===== src/rtl/ttl_mux_pkg.sv =====
// ttl_mux_pkg: mode encodings shared by the mux scanner and its select counter
package ttl_mux_pkg;
    localparam logic [1:0] MODE_HOLD      = 2'b00;
    localparam logic [1:0] MODE_DIRECT    = 2'b01;
    localparam logic [1:0] MODE_SCAN_UP   = 2'b10;
    localparam logic [1:0] MODE_SCAN_DOWN = 2'b11;
endpackage


===== src/rtl/ttl_sel_counter.sv =====
// ttl_sel_counter: select register with direct load, up/down scan and wrap pulse
module ttl_sel_counter
    import ttl_mux_pkg::*;
#(
    parameter int SEL_W = 2
) (
    input  logic             clk,
    input  logic             reset,
    input  logic [1:0]       mode,
    input  logic [SEL_W-1:0] sel_in,
    output logic [SEL_W-1:0] sel,
    output logic             wrap
);
    logic [SEL_W-1:0] sel_nxt;
    logic             wrap_nxt;
    // SEL_W-bit wraparound gives mod INPUTS because INPUTS is a power of two
    always_comb begin
        sel_nxt  = mode == MODE_DIRECT    ? sel_in :
                   mode == MODE_SCAN_UP   ? sel + 1'b1 :
                   mode == MODE_SCAN_DOWN ? sel - 1'b1 : sel;
        wrap_nxt = (mode == MODE_SCAN_UP && &sel) || (mode == MODE_SCAN_DOWN && sel == '0);
    end
    always_ff @(posedge clk or posedge reset) begin
        if (reset) begin
            sel  <= '0;
            wrap <= 1'b0;
        end else begin
            sel  <= sel_nxt;
            wrap <= wrap_nxt;
        end
    end
endmodule


===== src/rtl/ttl_mux_scanner.sv =====
// ttl_mux_scanner: multi-channel registered mux driven by a shared scanning select
module ttl_mux_scanner
    import ttl_mux_pkg::*;
#(
    parameter int CHANNELS = 2,
    parameter int INPUTS   = 4,
    parameter int WIDTH    = 1,
    localparam int SEL_W   = $clog2(INPUTS)
) (
    input  logic                         clk,
    input  logic                         reset,
    input  logic [1:0]                   mode,
    input  logic [SEL_W-1:0]             sel_in,
    input  logic [CHANNELS-1:0]          enable_n,
    input  logic [CHANNELS*INPUTS*WIDTH-1:0] data_in,
    output logic [CHANNELS*WIDTH-1:0]    y,
    output logic [SEL_W-1:0]             sel_out,
    output logic                         valid,
    output logic                         wrap
);
    ttl_sel_counter #(.SEL_W(SEL_W)) u_sel (
        .clk    (clk),
        .reset  (reset),
        .mode   (mode),
        .sel_in (sel_in),
        .sel    (sel_out),
        .wrap   (wrap)
    );
    always_ff @(posedge clk or posedge reset) begin
        if (reset) valid <= 1'b0;
        else valid <= mode != MODE_HOLD;
    end
    // each channel samples with the pre-update select, giving one cycle of latency
    for (genvar c = 0; c < CHANNELS; c++) begin : g_ch
        logic [INPUTS-1:0][WIDTH-1:0] ch_data;
        logic [WIDTH-1:0]             y_r;
        assign ch_data = data_in[c*INPUTS*WIDTH +: INPUTS*WIDTH];
        assign y[c*WIDTH +: WIDTH] = y_r;
        always_ff @(posedge clk or posedge reset) begin
            if (reset) y_r <= '0;
            else if (mode != MODE_HOLD) y_r <= enable_n[c] ? '0 : ch_data[sel_out];
        end
    end
endmodule


===== config.mk =====
export PLATFORM = sky130hd
export DESIGN_NAME = ttl_mux_scanner
export DESIGN_NICKNAME = d
export VERILOG_FILES = /design/src/rtl/ttl_mux_pkg.sv /design/src/rtl/ttl_sel_counter.sv /design/src/rtl/ttl_mux_scanner.sv
export SDC_FILE = /design/constraint.sdc
export NUM_CORES = 1
export LEC_CHECK = 0
export BUFFER_PORTS_ARGS = -buffer_cell sky130_fd_sc_hd__buf_2
export CAP_MARGIN = 10
export CORE_AREA = 2 2 39 41
export DETAILED_ROUTE_END_ITERATION = 8
export DIE_AREA = 0 0 41 43
export SKIP_LAST_GASP = 1
export SLEW_MARGIN = 30
export SYNTH_ARGS = -nofsm -noshare
export SYNTH_HDL_FRONTEND = slang
export SYNTH_SLANG_ARGS = --single-unit

===== constraint.sdc =====
create_clock -name clk -period 1.11 [get_ports clk]
set_input_delay 0.0555 -clock clk [delete_from_list [all_inputs] [get_ports clk]]
set_output_delay 0.0555 -clock clk [all_outputs]
set_load 0.01 [all_outputs]

* Yosys cells after proc, flatten, opt, wreduce, memory -nomap -nowiden
Cells that the tools add are included.
** Storage, ports and cells
- Output and inout port bits :: 6
- Bits of input ports :: 16
- Bits in writable memories :: 0
- Bits in registers :: 6
- Bits in latches :: 0
- Memory bits (read-only) :: 0
- Word-level logic and storage cells :: 27
- Memories :: 0
** Cells by class
- Multipliers :: 0
- Add/subtract/negate cells :: 2
- Mux-type cells :: 9
- Shift operators :: 0
- Bitwise gates (word level) :: 0
- Reduce and logical (&&, ||, !) cells :: 7
- Divide/modulo/power cells :: 0
- Order comparisons :: 1
- Eq/ne operators :: 3
** Operators with widths (count)
- $mux 2 :: 3
- $bmux 1 s2 :: 2
- $eq 2x2->1 const B :: 2
- $mux 1 :: 4
- $lt 2x3->1 const B :: 1
- $reduce_bool 3->1 :: 1
- $add 2x1->2 const B :: 1
- $eq 2x1->1 const B :: 1
- $logic_and 1x1->1 :: 2
- $logic_not 2->1 :: 1
- $reduce_and 2->1 :: 1
- $reduce_bool 2->1 :: 1
- $sub 2x1->2 const B :: 1
- $logic_or 1x1->1 :: 1

* Logic depth before layout (Yosys ltp)
Gate-level depths: netlist of run 1.
- Depth after elaboration :: 4
- Gate-level depth with buffers :: 4
- Gate-level depth less buffers :: 3

* Modules after synthesis
Synthesis of run 1 repeated with hierarchy kept, for this count alone.
** Unflattened totals
- Cell total of the unflattened synthesis :: 33
- Area total of the unflattened synthesis :: 359.1 um^2
** Modules (own cells, without submodules)
- ttl_mux_scanner :: seq. area each 75.1 um^2, area an instance 183.9 um^2, cells an instance 14, instances 1
- ttl_sel_counter :: seq. area each 75.1 um^2, area an instance 175.2 um^2, cells an instance 19, instances 1

* Worst setup path before layout of run 1
Ideal clock, no wire load.
- Kind :: register to register
- From :: register u_sel.sel[0]
- To :: register g_ch[0].y_r
- Data required time :: 0.989 ns
- Clock period less this slack :: 1.298 ns
- Cell stages (with the launch flop) :: 4
- Arrival :: 1.177 ns
- Path buffers :: 1
- Setup time :: 0.121 ns
- Setup slack :: -0.188 ns
- Cells stage by stage :: dfrtp_1 -> buf_6 -> mux4_2 -> a22o_1
** Between the ends
- Longest elaborated chain between the ends :: 3
** Ends and longest elaborated chain
- start: declaration :: RTL line ttl_sel_counter.sv:11 : output logic [SEL_W-1:0] sel,
- start signal: assignment :: RTL line ttl_sel_counter.sv:28 : sel <= sel_nxt;
- $bmux 1 s2 :: RTL line ttl_mux_scanner.sv:41 : else if (mode != MODE_HOLD) y_r <= enable_n[c] ? '0 : ch_data[sel_out];
- $mux 1 (implied by the code) :: RTL line ttl_mux_scanner.sv:41
- $mux 1 :: RTL line ttl_mux_scanner.sv:41
- end signal: assignment :: RTL line ttl_mux_scanner.sv:41
- end: declaration :: RTL line ttl_mux_scanner.sv:36 : logic [WIDTH-1:0] y_r;
Every way passes these cells. The select of a mux whose other input is x is not followed.
A chain may end at the register's enable or synchronous reset.

* Final worst setup path of run 1
Same ends and word-level chain as after synthesis.

==> results.yml, run 1 <==
routing:
  wl_per_cell_um: 11.6
  via_per_inst: 4.34
  drtIter0Drc: 1
  route.vias.total: 317
  drt-pass1-iter-count: 2
  ant_nets: 0
  drc: 0
  wirelength_um: 850
sta:
  fmax_ghz: 0.818
  min_period_ns: 1.22
  relSlewSlack: 0.847
  hold_viol_final: 0
  rsz0062_at_grt: "true"
  worst_slew_pin_slew_ns: 0.230
  skew_ns: 0.00329
  final.period_utilization: 1.10
  drv_slew: 0
  setup_viol: 2
  setup_ws_ns: -0.112
grt:
  grt_max_degree: 8
  track_usage: 0.0990
  grt_pass1_wl_mm: 1.11
  grt_pass1_vias: 293
  overflow: 0
  antenna_found_initial: 0
place:
  gp_congestion: 0.666
  io_buffers: 21
  dp_slack_ns: -0.118
synthesis:
  ys_seq_area_frac: 0.433
  synthesis.nets: 49
  ys_ff_latch: 6
  synth_area_leaders: "dfrtp_1 (43%), mux4_2 (13%), a22o_1 (5.1%)"
  synthFlopType: "dfrtp_1"
  synth_top_family_by_area: "simple AND/OR/NAND/NOR gates"
  netlist.top_cell.by_area: "dfrtp_1"
  synthXorXnorAreaFrac: 0.0253
  synth_cell_types: 17
  synth_compound_area_frac: 0.137
  synth_warnings: 0
  synth-simple-area-share: 0.166
  synth.most_common_cell: "dfrtp_1"
  synth_enable_flop_cells: 0
  synthArstFlopShare: 1.00
  syn_inst: 33
  synth.avg_cell_area_um2: 10.5
  muxShareOfSynthArea: 0.130
  syn_area_um2: 347
  synth_common_cells: "dfrtp_1 (6), nor2_1 (4), inv_1 (3)"
  synth_top_area_frac: 0.433
  yosys.area_share.adder: 0
floorplan:
  dieArea_mm2: 0.00176
  die_w_um: 41
  coreArea_mm2: 0.00138
  pin_count: 22
  row_count: 14
  start_util: 0.250
  die_y_um: 43
setup_path:
  path_delay_family: "multiplexers"
  critPathSlowestCell: "mux4_2"
  slowest_delay_ns: 0.52
  start_kind: "flop"
  cp.buffers_inverters: 0
  crit_type: "reg -> reg"
  rrSetupSlack_ns: -0.11
  cp_cell_sequence: "mux4_2 -> a22o_1"
  timing.rr.start: "u_sel.sel[0]"
  path_max_fanout: 3
  r2r_cells: 2
  worst_r2r_endpoint: "g_ch[0].y_r"
  required_ns: 1.24
  endpoint_kind: "flop"
  worstPathArrival_ns: 1.36
cts:
  cts_setup_buffers: 0
  tritoncts: "done"
  clk_latency_ns: 0.24
  cts_sinks: 6
  cts_buffers: 3
  path_clk_slew_ns: 0.05
  htree_levels: 1
  cts_root_buffer: "clkbuf_4"
  ctsLongestPathBuffers: 2
finish:
  diodes: 0
  nets: 75
  fill_cells: 145
  drive_gt1_frac: 0.509
  area.sequential_um2: 151
  area_growth_pct: 42.6
  multi_input_area_um2: 159
power_and_ir_drop:
  total_power_uw: 680
  power-per-cell-area_mw_per_mm2: 1380
  leakagePower_nw: 0.259
  vdd_drop_max_mv: 0.437
run_status:
  status: "complete, but fails checks"
  violations: "setup timing"
hold_path:
  whs_endpoint: "u_sel.sel[1]"
  min_from: "sel_in[1]"
  hold_class: "in -> reg"
  hold_depth: 3
run:
  cap_viol_max_count: 0
## how the worst max path moves through the flow
stage                      start     endpoint  slack (ns)  cells after the start
CTS                 u_sel.sel[0]  g_ch[0].y_r       -0.12                      2
global route        u_sel.sel[0]  g_ch[0].y_r       -0.15                      2
global placement    u_sel.sel[0]  g_ch[1].y_r       -0.07                      2
detailed placement  u_sel.sel[0]  g_ch[0].y_r       -0.12                      2
finish              u_sel.sel[0]  g_ch[0].y_r       -0.11                      2
floorplan           u_sel.sel[0]  g_ch[0].y_r       -0.19                      3
## through the flow
stage | std cells | hold slack, ns | util | area, um^2 | TNS, ns
finish | 73 | 0.0780 | 0.357 | 494 | -0.218
global route | 73 | 0.109 | 0.357 | 494 | -0.282
CTS | 73 | 0.0698 | 0.356 | 493 | -0.242
detailed placement | 69 | -0.0203 | 0.333 | 460 | -0.229
global placement | 69 | -0.0218 | 0.333 | 460 | -0.148
floorplan | 33 | -0.154 | - | 347 | -0.375
## cells in the final DEF, fill, tap and decap left out
cell,netlist,layout
buf_2,0,21
dfrtp_1,6,5
nor2_1,4,4
inv_1,3,3
clkbuf_4,0,3
a21oi_1,2,2
nand2b_1,2,2
nand2_1,2,2
mux4_2,2,2
a22o_1,2,2
buf_4,2,2
and3b_1,1,1
o21ai_0,1,1
xor2_1,1,1
o22a_1,1,1
nor3b_1,1,1
o22ai_1,1,1
and2_1,1,1
dlygate4sd3_1,0,1
dfrtp_2,0,1
## where the power goes
group | switching [mW] | internal [mW] | total, mW
sequential | 0.0317 | 0.251 | 0.283
combinational | 0.0825 | 0.113 | 0.196
clock | 0.0794 | 0.122 | 0.202
total | 0.194 | 0.487 | 0.680
## worst reg2reg max path, cell delays in order, from the launching register on
cell and delay [ns]:
dfrtp_1 0.41, mux4_2 0.52, a22o_1 0.18
## cell type report
class,count,area share
Inverter,3,0.0228
Tap cell,16,0.0405
Sequential cell,6,0.306
Multi-Input combinational cell,21,0.322
Clock buffer,3,0.0456
Timing Repair Buffer,24,0.263
## repair_timing
action	CTS	global route
hold buffers	1	0
setup endpoints to repair	2	3
resized for setup	0	1
hold endpoints to repair	6	0
## layer usage
layer | global-route usage | part of all wire | wire length [um]
met4 | 0.0600 | 0 | 0
met3 | 0.0366 | 0.14 | 122
met1 | 0.0984 | 0.39 | 332
met2 | 0.163 | 0.46 | 395
met5 | 0 | 0 | 0
## flip-flops by register name, summed over array words and instances, names as in the netlist
| register | flops |
|---|---|
| g_ch.y_r | 2 |
| u_sel.sel | 2 |
| u_sel.wrap | 1 |
| valid | 1 |
## logic make-up (layout without fill, tap and decap cells)
family,after synthesis,after routing
multiplexers,2,2
XOR/XNOR,1,1
AND/OR/NAND/NOR,11,11
buffers and inverters,6,30
AO/OA/AOI/OAI,7,7
flip-flops,6,6
No activity file was read; power rests on OpenSTA's default activity.
==> run 2: changes to the inputs <==
==> constraint.sdc (replaced) <==
create_clock -name clk -period 1.11 [get_ports clk]
set_input_delay 0.0555 -clock clk [delete_from_list [all_inputs] [get_ports clk]]
set_output_delay 0.0555 -clock clk [all_outputs]
set_load 0.05 [all_outputs]
==> results.yml, run 2 (synthesis gave the netlist of run 1 again) <==
finish:
  nets: 74
  drive_gt1_frac: 0.509
  area_growth_pct: 42.6
  final_cell_mix: "buf_2 (20), nor2_1 (4), dfrtp_1 (4), inv_1 (3), clkbuf_4 (3)"
  utilization: 0.357
  fill_cells: 152
  fin_cells: 73
  final_common_cell: "buf_2"
  top_regs: "g_ch.y_r x2, u_sel.sel x2"
  diodes: 0
setup_path:
  start_kind: "flop"
  crit_type: "reg -> reg"
  endpoint_kind: "flop"
  path_delay_family: "multiplexers"
  critPathSlowestCell: "mux4_2"
  path_max_fanout: 3
  cp.buffers_inverters: 0
  required_ns: 1.23
  cp_cell_sequence: "mux4_2 -> a22o_1"
  worstPathArrival_ns: 1.31
  slowest_delay_ns: 0.49
power_and_ir_drop:
  power-per-cell-area_mw_per_mm2: 1580
  total_power_uw: 783
  vdd_drop_max_mv: 0.455
  leakagePower_nw: 0.254
sta:
  drv_slew: 0
  final.period_utilization: 1.07
  worst_slew_pin_slew_ns: 0.404
  setup_ws_ns: -0.0803
  skew_ns: 0.00872
  tns_ns: -0.150
  min_period_ns: 1.19
  fmax_ghz: 0.840
  rsz0062_at_grt: "true"
  setup_viol: 2
  relSlewSlack: 0.729
  hold_viol_final: 0
routing:
  drt-pass1-iter-count: 2
  via_per_inst: 4.27
  drc: 0
  wl_per_cell_um: 10.3
  wirelength_um: 749
  route.vias.total: 312
  ant_nets: 0
  drtIter0Drc: 1
cts:
  cts_buffers: 3
  cts_setup_buffers: 0
  cts_sinks: 6
  path_clk_slew_ns: 0.05
  cts_root_buffer: "clkbuf_4"
  htree_levels: 1
  tritoncts: "done"
  clk_latency_ns: 0.24
  ctsLongestPathBuffers: 2
run_status:
  violations: "setup timing"
  status: "complete, but fails checks"
floorplan:
  coreArea_mm2: 0.00138
  start_util: 0.250
  die_y_um: 43
  dieArea_mm2: 0.00176
  row_count: 14
  pin_count: 22
  die_w_um: 41
grt:
  grtUsageMet3: 0.0366
  antenna_found_initial: 0
  grt_util_met1: 0.109
  overflow: 0
  gr-max-usage-layer: "met2"
  grt_max_degree: 8
  grtUsageMet2: 0.147
  grt_pass1_wl_mm: 1.12
  grt_pass1_vias: 290
  track_usage: 0.100
place:
  dp_cells: 68
  io_buffers: 21
  gp_congestion: 0.637
hold_path:
  hold_class: "in -> reg"
run:
  cap_viol_max_count: 0
[run 2: cell count changes in the layout (fill, tap and decap cells not counted), sizes merged]
cell	previous run	this run
buf	23	22
clkbuf	3	4
[run 2: final timing paths]
kind	from	to	slack [ns]	cells past startpoint
max in group asynchronous	reset	u_sel.sel[1]	0.63	3
worst max-delay path	u_sel.sel[0]	g_ch[1].y_r	-0.08	2
worst min-delay path	sel_in[1]	u_sel.sel[1]	0.08	3
worst min register to register	g_ch[0].y_r	g_ch[0].y_r	0.50	1
min in group asynchronous	reset	g_ch[0].y_r	0.27	3
worst max register to register	u_sel.sel[0]	g_ch[1].y_r	-0.08	2
[run 2: worst register-to-register path, stage by stage, from the launching register on]
cell and delay (ns):
dfrtp_2 0.39, mux4_2 0.49, a22o_1 0.19
[run 2: what timing repair did]
item,in CTS,in global routing
hold buffers,1,0
setup endpoints to repair,3,2
endpoints found under the hold margin,6,0
gates resized for setup,1,0
[run 2: cell type report]
cell class,instances,area (um^2),share of cell area
repair buffers,23,125,0.253
flip-flops and latches,6,153,0.309
well taps,16,20.0,0.0405
clock buffers,4,26.3,0.0532
multi-input cells,21,159,0.322
inverters,3,11.3,0.0228
[run 2: per-layer routing]
| layer | up-vias | part of all wire |
|---|---|---|
| met5 | - | 0 |
| met4 | 0 | 0 |
| met3 | 0 | 0.13 |
| met2 | 16 | 0.45 |
| met1 | 135 | 0.43 |
| li1 | 161 | - |
[run 2: power by group]
group	leakage [nW]	total, mW	switching [mW]	internal (mW)
sequential	0.0711	0.280	0.0284	0.252
clock	0.0150	0.213	0.0766	0.136
combinational	0.168	0.290	0.176	0.114
total	0.254	0.783	0.281	0.502
[run 2: per-stage QoR]
| stage | setup WS [ns] | cell area (um^2) | hold WS [ns] |
|---|---|---|---|
| 2_1_floorplan | -0.338 | 349 | -0.154 |
| 3_3_place_gp | -0.0482 | 455 | -0.0240 |
| 3_5_place_dp | -0.0665 | 455 | -0.0147 |
| 4_1_cts | -0.0874 | 494 | 0.0691 |
| 5_1_grt | -0.104 | 494 | 0.107 |
| 6_report | -0.0803 | 494 | 0.0755 |
==> run 3: changes to the inputs <==
--- a/config.mk
+++ b/config.mk
@@ -5,7 +5,7 @@
 export SDC_FILE = /design/constraint.sdc
 export NUM_CORES = 1
 export LEC_CHECK = 0
-export BUFFER_PORTS_ARGS = -buffer_cell sky130_fd_sc_hd__buf_2
+export BUFFER_PORTS_ARGS = -buffer_cell sky130_fd_sc_hd__buf_4
 export CAP_MARGIN = 10
 export CORE_AREA = 2 2 39 41
 export DETAILED_ROUTE_END_ITERATION = 8
==> results.yml, run 3 (synthesis gave the netlist of run 1 again) <==
finish:
  diodes: 0
  top_regs: "g_ch.y_r x2, u_sel.sel x2"
  final_area_um2: 548
  area_growth_pct: 58.1
  drive_gt1_frac: 0.509
  area.sequential_um2: 153
  nets: 74
  fill_cells: 145
  multi_input_area_um2: 159
  final_cell_mix: "buf_4 (21), nor2_1 (4), dfrtp_1 (4), inv_1 (3), clkbuf_4 (3)"
  final_common_cell: "buf_4"
  utilization: 0.396
routing:
  drtIter0Drc: 4
  route.vias.total: 319
  via_per_inst: 4.37
  ant_nets: 0
  wl_per_cell_um: 10.5
  wirelength_um: 770
  drc: 0
  drt-pass1-iter-count: 2
cts:
  cts_sinks: 6
  cts_buffers: 3
  path_clk_slew_ns: 0.05
  tritoncts: "done"
  cts_root_buffer: "clkbuf_4"
  clk_latency_ns: 0.25
  ctsLongestPathBuffers: 2
  cts_setup_buffers: 0
  htree_levels: 1
power_and_ir_drop:
  total_power_uw: 822
  power-per-cell-area_mw_per_mm2: 1500
  vdd_drop_max_mv: 0.553
  switchingPower_uw: 287
  seq_power_share: 0.344
  swShare: 0.349
  comb_power_share: 0.392
  leakagePower_nw: 0.272
  power_frac_clock: 0.264
  p_int_uw: 535
grt:
  grt_pass1_wl_mm: 1.17
  antenna_found_initial: 0
  grt_max_degree: 8
  grt_pass1_vias: 293
  track_usage: 0.106
  overflow: 0
sta:
  tns_ns: -0.139
  hold_viol_final: 0
  rsz0062_at_grt: "true"
  final.period_utilization: 1.07
  hold_slack_ns: 0.0650
  setup_ws_ns: -0.0802
  drv_slew: 0
  setup_viol: 2
  min_period_ns: 1.19
  fmax_ghz: 0.840
  skew_ns: 0.00753
  worst_slew_pin_slew_ns: 0.401
  relSlewSlack: 0.732
setup_path:
  crit_start: "u_sel.sel[0]"
  slowest_delay_ns: 0.49
  endpoint_kind: "flop"
  start_kind: "flop"
  critPathSlowestCell: "mux4_2"
  worstPathArrival_ns: 1.31
  required_ns: 1.23
  crit_type: "reg -> reg"
  path_max_fanout: 3
  cp_cell_sequence: "mux4_2 -> a22o_1"
  timing.rr.start: "u_sel.sel[0]"
floorplan:
  start_util: 0.250
  pin_count: 22
  row_count: 14
  dieArea_mm2: 0.00176
  die_w_um: 41
  die_y_um: 43
  coreArea_mm2: 0.00138
hold_path:
  min_from: "sel_in[1]"
  hold_class: "in -> reg"
run_status:
  violations: "setup timing"
  status: "complete, but fails checks"
place:
  io_buffers: 21
  gp_congestion: 0.609
  place_area_um2: 508
run:
  cap_viol_max_count: 0
## run 3: power by group through the flow
stage               Clock [mW]  Sequential (mW)  Combinational, mW
finish                   0.217            0.282              0.322
global route             0.253            0.290              0.344
CTS                      0.230            0.283              0.322
detailed placement           0            0.287              0.319
global placement             0            0.286              0.316
floorplan                    0            0.346              0.167
## run 3: worst max-delay path, delay by kind of cell (launching register included)
kind               cells  cell delay [ns]
AOI/OAI and AO/OA      1             0.19
muxes                  1             0.49
DFF                    1             0.39
## run 3: worst paths after layout
kind | to | slack, ns | cells after the start
setup / recovery | g_ch[1].y_r | -0.08 | 2
hold / removal | u_sel.sel[1] | 0.07 | 3
setup reg to reg | g_ch[1].y_r | -0.08 | 2
hold reg to reg | g_ch[0].y_r | 0.50 | 1
max in group asynchronous | u_sel.sel[1] | 0.61 | 3
min in group asynchronous | g_ch[0].y_r | 0.29 | 3
## run 3: cell type report
cell class | count | share of cell area
sequential | 6 | 0.279
multi-input combinational | 21 | 0.290
inverter | 3 | 0.0205
tap | 16 | 0.0365
timing repair buffer | 23 | 0.326
clock buffer | 4 | 0.0479
## run 3: through the flow
stage | worst slack (ns) | cells
5_1_grt | -0.110 | 73
2_1_floorplan | -0.338 | 33
4_1_cts | -0.0881 | 73
3_3_place_gp | -0.0495 | 68
6_report | -0.0802 | 73
3_5_place_dp | -0.0710 | 68
## run 3: repair_timing
action,4_1_cts,5_1_grt
gates cloned,0,0
hold buffers,1,0
resized for setup,0,1
setup endpoints to repair,2,3
hold endpoints to repair,6,0
## run 3: metal layers
metal,track usage,vias to the layer above,share of wire
met4,0.0800,0,0
met3,0.0524,0,0.13
met2,0.153,16,0.46
li1,-,160,-
met1,0.111,143,0.41
met5,0,-,0
